==> src/rtl/systolic_array_pkg.sv <==
// Types shared by systolic_array and its load/drain neighbours.
// word_t is the accumulator word; drain_* items serve systolic_result_drain.
package systolic_array_pkg;

  localparam int WORD_W = 32;
  typedef logic [WORD_W-1:0] word_t;

  typedef enum logic {
    DRAIN_IDLE   = 1'b0,
    DRAIN_STREAM = 1'b1
  } drain_state_t;

  // Width of a linear index over an n x n matrix, never narrower than one bit.
  function automatic int drain_idx_w(input int n);
    int w;
    w = $clog2(n * n);
    return (w < 1) ? 1 : w;
  endfunction

endpackage

==> src/rtl/systolic_result_drain.sv <==
// Snapshots the NxN psum matrix on done_i and streams it row-major over a
// valid/ready port, pulsing clear_o so the array can start the next tile.
module systolic_result_drain
  import systolic_array_pkg::*;
#(
  parameter int N = 4
) (
  input  logic                     clk,
  input  logic                     n_rst,
  input  logic                     done_i,
  input  word_t [N-1:0][N-1:0]     psum_i,
  output logic                     clear_o,
  output word_t                    out_data,
  output logic                     out_valid,
  input  logic                     out_ready,
  output logic                     out_last,
  output logic                     busy,
  output logic                     overrun
);

  localparam int IW = drain_idx_w(N);
  localparam int CW = (N > 1) ? $clog2(N) : 1;
  localparam logic [IW-1:0] LAST_IDX = IW'(N * N - 1);
  localparam logic [CW-1:0] LAST_RC  = CW'(N - 1);

  drain_state_t            state_q, state_d;
  logic [IW-1:0]           idx_q, idx_d;
  logic [CW-1:0]           r_q, r_d, c_q, c_d;
  logic                    valid_q, valid_d;
  logic                    clear_q, clear_d;
  logic                    ovr_q, ovr_d;
  logic                    load;
  logic                    hs, at_last;
  word_t [N-1:0][N-1:0]    snap_q;

  assign hs      = valid_q && out_ready;
  assign at_last = (idx_q == LAST_IDX);

  always_comb begin
    state_d = state_q;
    idx_d   = idx_q;
    r_d     = r_q;
    c_d     = c_q;
    valid_d = valid_q;
    clear_d = 1'b0;
    ovr_d   = ovr_q;
    load    = 1'b0;
    case (state_q)
      DRAIN_IDLE: begin
        if (done_i) begin
          load    = 1'b1;
          state_d = DRAIN_STREAM;
          valid_d = 1'b1;
          clear_d = 1'b1;
          idx_d   = '0;
          r_d     = '0;
          c_d     = '0;
        end
      end
      DRAIN_STREAM: begin
        if (hs && at_last) begin
          idx_d = '0;
          r_d   = '0;
          c_d   = '0;
          // A done_i landing on the final handshake chains the next tile with no bubble.
          if (done_i) begin
            load    = 1'b1;
            clear_d = 1'b1;
          end else begin
            state_d = DRAIN_IDLE;
            valid_d = 1'b0;
          end
        end else begin
          if (hs) begin
            idx_d = idx_q + IW'(1);
            if (c_q == LAST_RC) begin
              c_d = '0;
              r_d = r_q + CW'(1);
            end else begin
              c_d = c_q + CW'(1);
            end
          end
          if (done_i) ovr_d = 1'b1;
        end
      end
      default: begin
        state_d = DRAIN_IDLE;
        valid_d = 1'b0;
      end
    endcase
  end

  always_ff @(posedge clk or negedge n_rst) begin
    if (!n_rst) begin
      state_q <= DRAIN_IDLE;
      idx_q   <= '0;
      r_q     <= '0;
      c_q     <= '0;
      valid_q <= 1'b0;
      clear_q <= 1'b0;
      ovr_q   <= 1'b0;
    end else begin
      state_q <= state_d;
      idx_q   <= idx_d;
      r_q     <= r_d;
      c_q     <= c_d;
      valid_q <= valid_d;
      clear_q <= clear_d;
      ovr_q   <= ovr_d;
    end
  end

  always_ff @(posedge clk or negedge n_rst) begin
    if (!n_rst)    snap_q <= '0;
    else if (load) snap_q <= psum_i;
  end

  assign out_data  = snap_q[r_q][c_q];
  assign out_valid = valid_q;
  assign out_last  = valid_q && at_last;
  assign busy      = (state_q == DRAIN_STREAM);
  assign clear_o   = clear_q;
  assign overrun   = ovr_q;

endmodule

==> config.mk <==
export PLATFORM = sky130hd
export DESIGN_NAME = systolic_result_drain
export DESIGN_NICKNAME = d
export VERILOG_FILES = /design/src/rtl/systolic_array_pkg.sv /design/src/rtl/systolic_result_drain.sv
export SDC_FILE = /design/constraint.sdc
export NUM_CORES = 1
export LEC_CHECK = 0
export BUFFER_PORTS_ARGS = -buffer_cell sky130_fd_sc_hd__buf_2
export CAP_MARGIN = 5
export CELL_PAD_IN_SITES_DETAIL_PLACEMENT = 1
export CELL_PAD_IN_SITES_GLOBAL_PLACEMENT = 2
export CORE_MARGIN = 2
export CORE_UTILIZATION = 40
export DETAILED_ROUTE_END_ITERATION = 10
export PLACE_DENSITY = 0.81
export RECOVER_POWER = 25
export SLEW_MARGIN = 40
export SYNTH_ARGS = -nofsm -noshare
export SYNTH_HDL_FRONTEND = slang
export SYNTH_SLANG_ARGS = --single-unit
==> constraint.sdc <==
create_clock -name clk -period 2.9 [get_ports clk]
set_input_delay 0 -clock clk [delete_from_list [all_inputs] [get_ports clk]]
set_output_delay 0 -clock clk [all_outputs]
set_load 0.01 [all_outputs]
==> reports/results.ini <==
[synth]
syn_area_mm2 = 0.0252
synth-seq-cells = 524
yosysTopAreaCell = dfrtp_1
avgSynthCellArea_um2 = 17.9
synth-seq-area-share_pct = 52.0
yosys_warnings = 0
netlist_instances = 1411
synth_fp_nets = 1929
synthDistinctLibCells = 33
ys_top_cells_by_area = dfrtp_1 52%, mux2_4 21%, mux4_2 11%, mux2_2 5.0%, buf_12 3.5%
yosysTopAreaCellShare_pct = 52.0

[worst_setup_path]
critPathRequiredTime_ps = 2900
crit_arrival_ps = 2800
r2r.worst_path.cells = 7
critPathKind = reg2out
endpoint_kind = output pin
cp_max_fo = 36
critPathLaunchType = register

[routing]
vias_per_cell = 5.26
remaining_drc_errors = 0
drt_iter0_drc = 1070
route.vias.total = 17916
first_pass_iters = 5
avgRoutedWirePerCell_um = 27.8
drt_wl_total_mm = 94.8
postRouteAntennaNets = 0

[placed_design]
gp_congestion = 0.853
dp.cells = 2761
hpwl_mm = 53.1
portBuffers = 552

[finish]
n_fill_cell = 6049
finalNetCount = 3012
multiInputGateArea_mm2 = 0.0109
regArea_mm2 = 0.0131
drive_above_1_share_pct = 51.4
syn_to_final_growth_pct = 41.3
final_core_util_pct = 56.8
stdcell_count = 3406

[cts]
cts_buffers = 58
h-tree-depth = 2
cts_tree = done
cts_root_buffer = clkbuf_16
cts.clk_slew.worst_paths_ps = 80
cts_sinks = 524
cts.path.max_buffers = 3
clk_latency_ps = 630

[grt]
grt_max_degree = 90
antenna_found_initial = 24
grt_overflow = 0
grt_pass1_vias = 21074
track_usage_pct = 29.1
grt_pass1_wl_mm = 139

[sta]
rsz0062_at_grt = false
finalSetupViolCount = 0
setup_tns_ps = 0
drv_slew = 114
fin_skew_ps = 43.8
period_minus_slack_ps = 2800
slew_headroom_pct = -2.56
tightest_slew_ps = 1540
timing_hold_violations_final = 0
finalCritPeriodShare_pct = 96.6
fmax_ghz = 0.357

[die]
core-area_mm2 = 0.0627
ios = 553
dieArea_mm2 = 0.0651
num_rows = 92
start_util_pct = 40.2
fp.dieH_um = 255
die_x_um = 255

[status]
status = finished with violations
failed_checks = max-capacitance violations, max-slew violations

[hold_path]
hold_depth = 3
hp-class = in2reg

[power]
power_leakage_nw = 16.2
ir_worst_vdd_v = 0.000448
power_density_mw_per_mm2 = 641

[run]
maxCapViolations = 3

## stage by stage
| stage | setup slack [ps] | area, µm² | hold slack (ps) | total power (W) |
|---|---|---|---|---|
| 2_1_floorplan | 1050 | 25200 | -296 | 0.0120 |
| 3_3_place_gp | 512 | 28600 | 97.6 | 0.0144 |
| 3_5_place_dp | 560 | 28600 | 91.6 | 0.0145 |
| 4_1_cts | 17.2 | 35600 | 30.9 | 0.0225 |
| 5_1_grt | 0.244 | 35600 | 139 | 0.0237 |
| 6_report | 98.4 | 35700 | 152 | 0.0229 |
## placed cells by master, fill, tap and decap left out, types with 20 or more instances in the layout
cell / netlist / final
diode_2: 0 / 25
mux2_1: 40 / 40
dfrtp_1: 524 / 522
buf_4: 8 / 27
clkbuf_16: 0 / 59
mux2_4: 360 / 360
nand2_1: 41 / 41
dlygate4sd3_1: 0 / 517
buf_2: 13 / 548
mux4_2: 128 / 128
mux2_2: 113 / 113
a22oi_1: 65 / 58
clkbuf_1: 26 / 20
## final cells by class
type                            instances  share of cell area (%)
Inverter                                3                  0.0316
Tap cell                              846                    2.97
Sequential cell                       524                    36.8
Antenna cell                           25                   0.175
Clock inverter                         12                   0.340
Clock buffer                           89                    4.82
Timing Repair Buffer                 1124                    24.2
Multi-Input combinational cell        783                    30.7
## Yosys cell counts (all sizes together)
cell type / number
a21o: 2
a21oi: 2
a22o: 1
a22oi: 65
and2: 1
buf: 75
clkbuf: 26
dfrtp: 524
ha: 2
inv: 3
mux2: 513
mux4: 128
nand2: 41
nand2b: 2
nand3: 6
nor2: 4
nor2b: 2
nor3: 1
nor3b: 1
o21a: 2
o21ai: 7
o31ai: 1
or3: 1
xnor2: 1
## logic make-up after synthesis
kind of cell,synth area share [%]
adder cells (fa/ha/maj),0.0992
AND/OR/NAND/NOR,1.07
AO/OA/AOI/OAI,2.33
buffers and inverters,4.81
flip-flops,52.0
multiplexers,39.7
XOR/XNOR,0.0347
## critical path, stage by stage (launching register included)
cell	delay, ps
dfrtp_4	470
buf_12	300
mux4_2	580
a22oi_1	550
nand2_1	120
buf_2	170
## flip-flops by register name (all words and copies together), names as in the netlist
signal / cells
snap_q: 512
idx_q: 4
c_q: 2
r_q: 2
busy: 1
clear_o: 1
out_valid: 1
overrun: 1
## path summary, 6_finish.rpt
path,from,to,slack (ps)
worst max-delay path,r_q[0],out_data[17],100
worst min-delay path,psum_i[313],snap_q[313],150
worst max register to register,idx_q[0],snap_q[362],410
worst min register to register,snap_q[336],snap_q[336],490
max in group asynchronous,n_rst,snap_q[326],320
min in group asynchronous,n_rst,snap_q[124],420
## power breakdown
group / total [W] / switching (W) / internal [W]
registers: 0.00900 / 0.000744 / 0.00825
logic: 0.00643 / 0.00308 / 0.00335
clock network: 0.00744 / 0.00321 / 0.00422
total: 0.0229 / 0.00704 / 0.0158
## timing repair
action,4_1_cts,5_1_grt
pin swaps,0,0
setup endpoints to repair,5,6
setup buffers,0,1
hold buffers,516,1
resized for setup,5,4
hold endpoints to repair,692,32
## metal layers
metal / wire length [µm] / part of all wire [%] / track usage [%]
met3: 4970 / 5.2 / 5.74
met4: 4160 / 4.4 / 12.8
met5: 54 / 0.057 / 0
met2: 48700 / 51 / 50.5
met1: 36900 / 39 / 35.0
Note: power is estimated with default switching activity, not from simulation.
